===== src/rtl/serial_pattern_pkg.sv =====
// Shared types and default widths for the serial pattern transmitter.
package serial_pattern_pkg;

  localparam int unsigned PAT_WIDTH_DEF = 4;
  localparam int unsigned CNT_WIDTH_DEF = 4;

  // PARITY is only reachable when SERIAL_PATTERN_TX_PARITY_EN is defined
  typedef enum logic [1:0] {
    IDLE   = 2'd0,
    SHIFT  = 2'd1,
    PARITY = 2'd2,
    DONE   = 2'd3
  } tx_state_t;

endpackage


===== src/rtl/pat_bit_counter.sv =====
// Bit-position down-counter: load has priority, counts while enabled, flags index zero.
module pat_bit_counter #(
  parameter int unsigned IDX_W = 2
) (
  input  logic             clk,
  input  logic             rst,
  input  logic             load_i,
  input  logic [IDX_W-1:0] load_val_i,
  input  logic             en_i,
  output logic             last_o
);

  logic [IDX_W-1:0] idx_q, idx_d;

  always_comb begin
    idx_d = idx_q;
    if (load_i) begin
      idx_d = load_val_i;
    end else if (en_i && (idx_q != '0)) begin
      idx_d = idx_q - IDX_W'(1);
    end
  end

  always_ff @(posedge clk) begin
    if (rst) begin
      idx_q <= '0;
    end else begin
      idx_q <= idx_d;
    end
  end

  assign last_o = (idx_q == '0);

endmodule


===== src/rtl/serial_pattern_tx.sv =====
// MSB-first serial pattern transmitter with repeat count, pause and done pulse.
// Define SERIAL_PATTERN_TX_PARITY_EN to append one even-parity bit per transfer.
module serial_pattern_tx
  import serial_pattern_pkg::*;
#(
  parameter int unsigned PAT_WIDTH = PAT_WIDTH_DEF,
  parameter int unsigned CNT_WIDTH = CNT_WIDTH_DEF
) (
  input  logic                 clk,
  input  logic                 rst,
  input  logic                 start,
  input  logic [PAT_WIDTH-1:0] pattern,
  input  logic [CNT_WIDTH-1:0] repeat_cnt,
  input  logic                 pause,
  output logic                 o,
  output logic                 valid,
  output logic                 busy,
  output logic                 done
);

  localparam int unsigned IDX_W = $clog2(PAT_WIDTH);

  tx_state_t            state_q, state_d;
  logic [PAT_WIDTH-1:0] shift_q, shift_d;
  logic [PAT_WIDTH-1:0] hold_q, hold_d;
  logic [CNT_WIDTH-1:0] reps_q, reps_d;
  logic                 cnt_load;
  logic                 cnt_en;
  logic                 last_bit;

  pat_bit_counter #(
    .IDX_W (IDX_W)
  ) u_bit_cnt (
    .clk        (clk),
    .rst        (rst),
    .load_i     (cnt_load),
    .load_val_i (IDX_W'(PAT_WIDTH - 1)),
    .en_i       (cnt_en),
    .last_o     (last_bit)
  );

  always_ff @(posedge clk) begin
    if (rst) begin
      state_q <= IDLE;
      shift_q <= '0;
      hold_q  <= '0;
      reps_q  <= '0;
    end else begin
      state_q <= state_d;
      shift_q <= shift_d;
      hold_q  <= hold_d;
      reps_q  <= reps_d;
    end
  end

  always_comb begin
    state_d  = state_q;
    shift_d  = shift_q;
    hold_d   = hold_q;
    reps_d   = reps_q;
    cnt_load = 1'b0;
    cnt_en   = 1'b0;
    case (state_q)
      IDLE: begin
        if (start) begin
          shift_d = pattern;
          hold_d  = pattern;
          reps_d  = repeat_cnt;
          if (repeat_cnt == '0) begin
            state_d = DONE;
          end else begin
            state_d  = SHIFT;
            cnt_load = 1'b1;
          end
        end
      end
      SHIFT: begin
        if (!pause) begin
          cnt_en = 1'b1;
          if (!last_bit) begin
            shift_d = {shift_q[PAT_WIDTH-2:0], 1'b0};
          end else if (reps_q > CNT_WIDTH'(1)) begin
            // back-to-back reload: next repetition starts on the following cycle
            shift_d  = hold_q;
            reps_d   = reps_q - CNT_WIDTH'(1);
            cnt_load = 1'b1;
          end else begin
`ifdef SERIAL_PATTERN_TX_PARITY_EN
            state_d = PARITY;
`else
            state_d = DONE;
`endif
          end
        end
      end
      PARITY: begin
`ifdef SERIAL_PATTERN_TX_PARITY_EN
        if (!pause) begin
          state_d = DONE;
        end
`else
        state_d = IDLE;
`endif
      end
      DONE:    state_d = IDLE;
      default: state_d = IDLE;
    endcase
  end

  // Outputs decode directly from registered state
`ifdef SERIAL_PATTERN_TX_PARITY_EN
  assign o     = (state_q == SHIFT)  ? shift_q[PAT_WIDTH-1] :
                 (state_q == PARITY) ? (^hold_q) : 1'b0;
  assign valid = ((state_q == SHIFT) || (state_q == PARITY)) && !pause;
`else
  assign o     = (state_q == SHIFT) ? shift_q[PAT_WIDTH-1] : 1'b0;
  assign valid = (state_q == SHIFT) && !pause;
`endif
  assign busy  = (state_q != IDLE);
  assign done  = (state_q == DONE);

endmodule


===== config.mk =====
export PLATFORM = sky130hd
export DESIGN_NAME = serial_pattern_tx
export DESIGN_NICKNAME = d
export VERILOG_FILES = /design/src/rtl/serial_pattern_pkg.sv /design/src/rtl/pat_bit_counter.sv /design/src/rtl/serial_pattern_tx.sv
export SDC_FILE = /design/constraint.sdc
export NUM_CORES = 1
export LEC_CHECK = 0
export CELL_PAD_IN_SITES_DETAIL_PLACEMENT = 1
export CELL_PAD_IN_SITES_GLOBAL_PLACEMENT = 1
export CORE_MARGIN = 1.5
export CORE_UTILIZATION = 38
export DETAILED_ROUTE_END_ITERATION = 8
export GPL_ROUTABILITY_DRIVEN = 0
export PLACE_DENSITY = 0.78
export SLEW_MARGIN = 10
export SYNTH_ARGS = -nofsm -noshare
export SYNTH_HDL_FRONTEND = slang
export SYNTH_SLANG_ARGS = --single-unit
export TNS_END_PERCENT = 5

===== constraint.sdc =====
create_clock -name clk -period 3.8 [get_ports clk]
set_clock_uncertainty 0.2 [all_clocks]
set_input_delay 0.38 -clock clk [delete_from_list [all_inputs] [get_ports clk]]
set_output_delay 0.38 -clock clk [all_outputs]
set_load 0.02 [all_outputs]

== After elaboration in Yosys (flattened, before gate mapping) ==
Index checks and enable logic that the tools add are counted.
Storage, ports and cells
  output and inout bits: 4
  logic and storage cells: 59
  latch bits: 0
  flip-flop bits (word level): 16
  bits in read-only memories: 0
  RAM bits: 0
  memories: 0
Operators by class
  mux-type cells: 27
  multipliers: 0
  bitwise operators: 0
  reduce and logical (&&, ||, !) cells: 15
  order comparisons: 1
  divide/modulo/power cells: 0
  equal/unequal tests: 9
  add/subtract/negate cells: 2
  shifts and indexed selects: 0
Operators by type and width (number)
  $mux 4: 8
  $pmux 4 s2: 2
  $mux 2: 7
  $ne 2x2->1 const B: 5
  $mux 1: 8
  $reduce_and 4->1: 2
  $reduce_bool 2->1: 4
  $pmux 2 s3: 1
  $reduce_and 5->1: 1
  $eq 2x2->1 const B: 2
  $gt 4x1->1 const B: 1
  $logic_not 2->1: 2
  $logic_not 4->1: 1
  $sub 4x1->4 const B: 1
  $ne 3x3->1 const B: 1
  $eq 2x1->1 const B: 1
  $logic_and 1x1->1: 2
  $pmux 1 s2: 1
  $reduce_and 2->1: 1
  $reduce_or 2->1: 1
  $sub 2x1->2 const B: 1
  $logic_not 1->1: 1

== Depth between registers and ports, before layout ==
  word-level depth: 6
  depth in mapped cells: 7

== Hierarchy ==
Synthesis repeated with hierarchy kept, for this count alone.
Unflattened totals
  cells, all modules: 118
  area, all modules: 1052.3 µm²
Modules (own cells, without submodules)
  serial_pattern_tx: area each 925.9 µm², cells each 104, instances 1
  pat_bit_counter: area each 126.4 µm², cells each 14, instances 1

== Least setup slack after synthesis ==
No wires, ideal clock.
  kind: flip-flop to flip-flop
  start: register u_bit_cnt.idx_q[0]
  end: register u_bit_cnt.idx_q[0]
  buffers on the path: 1
  library setup time: 137 ps
  stages on the path, launching flop included: 7
  path slack: 2080 ps
  arrival time: 1383 ps
  period minus slack after synthesis: 1720 ps
  cells stage by stage: dfxtp_1 inv_1 ha_1 buf_2 nor4b_1 xnor2_1 a21oi_1
Between the ends
  word-level cells in the longest chain between the ends: 5
  elaborated cells between the ends (all ways): 10
  classes of those cells: 1 x add/sub; 5 x mux; 4 x reduce/logical
RTL lines
  from (decl): line pat_bit_counter.sv:13  | logic [IDX_W-1:0] idx_q, idx_d;
  from (signal assigned): line pat_bit_counter.sv:28  | idx_q <= idx_d;
  $logic_not 2->1: line pat_bit_counter.sv:32  | assign last_o = (idx_q == '0);
  $mux 1: line serial_pattern_tx.sv:80  | if (!last_bit) begin
  $mux 1: line serial_pattern_tx.sv:78  | if (!pause) begin
  $pmux 1 s2: line serial_pattern_tx.sv:63  | case (state_q)
  $mux 2 or $reduce_bool 2->1 (tied branches)
Several ways; a longest one is shown, not always the timed one. The select of a mux whose other input is x is not followed.
A chain may end at the register's enable or synchronous reset.

== Worst setup path after layout ==
  start: register state_q[0]
  end: output valid
Between the ends
  word-level cells in the longest chain between the ends: 2
RTL lines
  from (decl): line serial_pattern_tx.sv:23  | tx_state_t state_q, state_d;
  from (signal assigned): line serial_pattern_tx.sv:49  | state_q <= state_d;
  $eq 2x1->1: line serial_pattern_tx.sv:117  | assign valid = (state_q == SHIFT) && !pause;
  $logic_and 1x1->1: line serial_pattern_tx.sv:117
  to (decl): line serial_pattern_tx.sv:16  | output logic valid,
No other way between the ends.

==> results by group <==
Status
  – Status: completed

Timing
  – Endpoints failing setup: 0
  – Setup Total Neg Slack: 0 ns
  – Fmax achieved: between 400 and 500 MHz
  – Slew margin rel.: 0.520
  – RSZ-0062 raised after global routing: no
  – Min Tclk post-route: roughly 2.4 ns
  – Final Cycle Share: 0.633
  – Slew Viols, Final: 0
  – Final Hold Fails: 0
  – Worst-margin pin slew: ~0.72 ns

Global routing
  – GRT Total Usage: 0.195
  – Largest net degree at the start of global routing: 18
  – First-pass GRT wire length: ~4 mm
  – Number of global-route vias before repair: 813
  – Global route overflow: 0
  – Initial antenna violation count: 0

Final layout
  – Antenna cells: 0
  – Fill cells: 271
  – Layout area overhead: 20.9%
  – Share of post-route cells with drive strength above 1: 0.105
  – Post-Layout Cell Count: about 150
  – Final net count: 140

Die
  – IO Count: 16
  – Core Area: 0.00223 mm2
  – Die area: between 0.002 and 0.003 mm2
  – Die H: approximately 52 um
  – FP Rows: 17
  – Die extent in x: about 52 um
  – Initial core utilization: 0.410

Power and ir drop
  – LEAKAGE: between 0.0004 and 0.0005 uW
  – Sw frac: 0.320
  – Clock share of power: 0.257
  – Proportion of power drawn by combinational gates: 0.297
  – Pint: slightly above 300 uW
  – Max IR drop VDD: about 290 uV
  – Seq pwr share: 0.446
  – Power Density: a little over 400 mW/mm2
  – Sw power: approximately 140 uW

Routing
  – Vias per Instance: 5.52
  – Final routed DRC violation total: 0
  – Post-route antenna net violation count: 0
  – Drt pass-1 iters: 4
  – WL final: roughly 2.2 mm
  – Via Count: 839
  – Drt initial violations: 16
  – Drt wl/cell: ~15 um

Synth
  – Ys flop type: dfxtp_1
  – Synthesized net count: around 130
  – Async S/R FF share, synth: 0
  – Flops & latches, synth: 16
  – Synthesized netlist cell count: between 100 and 150
  – Post-synth EDFFs: 0
  – Cell Area, Synth: 916 um2
  – Avg Inst Size Synth: roughly 8.3 um2
  – Register area share after synthesis: 0.350
  – Synth unique cells: 38
  – Warnings, synthesis: 0

Worst setup path
  – Req. time, crit path: 3.22 ns
  – Cell family with most CP delay: buffers and inverters
  – Worst Path Arrival: around 1.8 ns
  – Crit path depth: 2
  – Slowest CP cell: clkdlybuf4s50_1
  – Crit path buffers/inverters: 1
  – Crit-path max FO: 9
  – Nature of the critical path startpoint: register
  – Worst path cell trace: nor3b_2 > clkdlybuf4s50_1
  – Max incr delay on CP: about 0.66 ns
  – Crit Path Category: register to primary output
  – Reg2Reg Depth: 6
  – Worst setup EP type: primary output

Clock tree
  – Sink Count: 16
  – Clk Latency, worst-skew pair: between 0.2 and 0.3 ns
  – Number of CTS-inserted buffers: 3
  – Number of H-tree levels: 1
  – CTS tree: built
  – Max Root-Sink Buffers: 2
  – Hold buffer count at CTS: 0
  – Root buffer selected by CTS: clkbuf_4
  – Post CTS Setup Buffer Count: 0
  – Worst-path clk slew: 0.10 ns
  – Post-CTS sizing: 0

Placed design
  – Cell count after placement: around 150
  – DP HPWL: approximately 1.6 mm
  – Input/output buffers: 15

Worst hold path
  – HP Class: register to register
  – Hold path cells: 2

Run
  – MaxCap Viol Count: 0
## power groups by stage
| stage | Clock [uW] | Combinational (uW) | Sequential, uW |
|---|---|---|---|
| detailed placement | 0 | 133 | 203 |
| finish | 115 | 133 | 199 |
| floorplan | 0 | 99.8 | 196 |
| global placement | 0 | 130 | 202 |
| global route | 130 | 148 | 201 |
| CTS | 120 | 134 | 199 |
## cells by family (layout without fill, tap and decap cells)
kind of cell	after synthesis	count (layout)	share of synthesized area
adder cells (fa/ha/maj)	3	3	0.0410
XOR/XNOR	1	1	0.00956
multiplexers	3	3	0.0328
AND/OR/NAND/NOR	44	44	0.255
AO/OA/AOI/OAI	31	31	0.246
flip-flops	16	16	0.350
buffers and inverters	13	26	0.0656
## metrics by stage
stage | total power, uW | worst slack (ns) | util | cell area (um2) | hold slack (ns)
after CTS | 454 | 1.40 | 0.496 | 1110 | 0.263
after floorplan | 296 | 2.08 | - | 916 | 0.232
after global placement | 332 | 1.49 | 0.480 | 1070 | 0.243
after global routing | 480 | 1.30 | 0.496 | 1110 | 0.276
after detailed placement | 336 | 1.44 | 0.480 | 1070 | 0.249
final | 447 | 1.39 | 0.496 | 1110 | 0.263
## worst min-delay path, delay by kind of cell, from the launching register on
family,cells,cell delay (ns)
compound gates,1,0.05
flops,1,0.32
simple gates,1,0.05
## cell usage after synthesis, types with 3 or more instances
| cell | number | share of area |
|---|---|---|
| dfxtp_1 | 16 | 0.35 |
| nand2_1 | 15 | 0.061 |
| a21oi_1 | 10 | 0.055 |
| nor2_1 | 9 | 0.037 |
| inv_1 | 6 | 0.025 |
| a211o_1 | 3 | 0.029 |
| a21oi_2 | 3 | 0.029 |
| buf_2 | 3 | 0.016 |
| ha_1 | 3 | 0.041 |
| mux2i_1 | 3 | 0.033 |
| nor2b_1 | 3 | 0.020 |
| nor3_1 | 3 | 0.016 |
## path summary, 6_finish.rpt
kind	to	startpoint	slack, ns
hold / removal	hold_q[2]	hold_q[2]	0.26
setup reg to reg	shift_q[0]	u_bit_cnt.idx_q[0]	1.78
hold reg to reg	hold_q[2]	hold_q[2]	0.26
setup / recovery	valid	state_q[0]	1.39
## cell type report
type                            count  area [um2]  share of cell area
Clock buffer                        4        36.3              0.0328
Inverter                            6        22.5              0.0203
Multi-Input combinational cell     82         536               0.484
Sequential cell                    16         320               0.289
Tap cell                           28        35.0              0.0316
Timing Repair Buffer               16         158               0.142
## metal layers
layer | vias to the layer above | GRT usage | part of all wire
met5 | - | 0 | 0
met4 | 0 | 0.0263 | 0
met3 | 0 | 0.0603 | 0.052
met2 | 22 | 0.316 | 0.48
met1 | 400 | 0.260 | 0.47
li1 | 417 | - | -
## state kept, by name, summed over array words and instances, names as in the netlist
signal / cells
state_q: 2
shift_q: 4
hold_q: 4
u_bit_cnt.idx_q: 2
reps_q: 4
## placed cells by master, fill, tap and decap left out
cell             netlist  final
nand2_1               15     15
o22ai_1                2      2
nor3b_1                1      1
clkbuf_8               0      1
nand3b_1               2      2
clkdlybuf4s50_1        0     15
nor2_1                 9      9
dfxtp_1               16     16
nor2b_1                3      3
a221oi_1               2      2
a31o_2                 1      1
ha_1                   3      3
o32ai_1                1      1
nor4b_1                1      1
o211ai_1               2      2
clkbuf_4               0      3
nand2b_1               1      1
o32ai_2                1      1
o21a_1                 1      1
or2_2                  1      1
and2_1                 2      2
a21oi_2                3      3
nor4_1                 1      1
buf_4                  0      1
o211a_1                1      1
nand3_1                2      2
nor3b_2                1      1
a21oi_1               10     10
mux2i_1                3      3
a211o_1                3      3
a211oi_1               2      2
o21ai_0                1      1
inv_1                  6      6
a31oi_1                1      1
nor3b_4                1      1
and3_1                 1      1
nor3_1                 3      3
xnor2_1                1      1
Note: power is estimated with default switching activity, not from simulation.
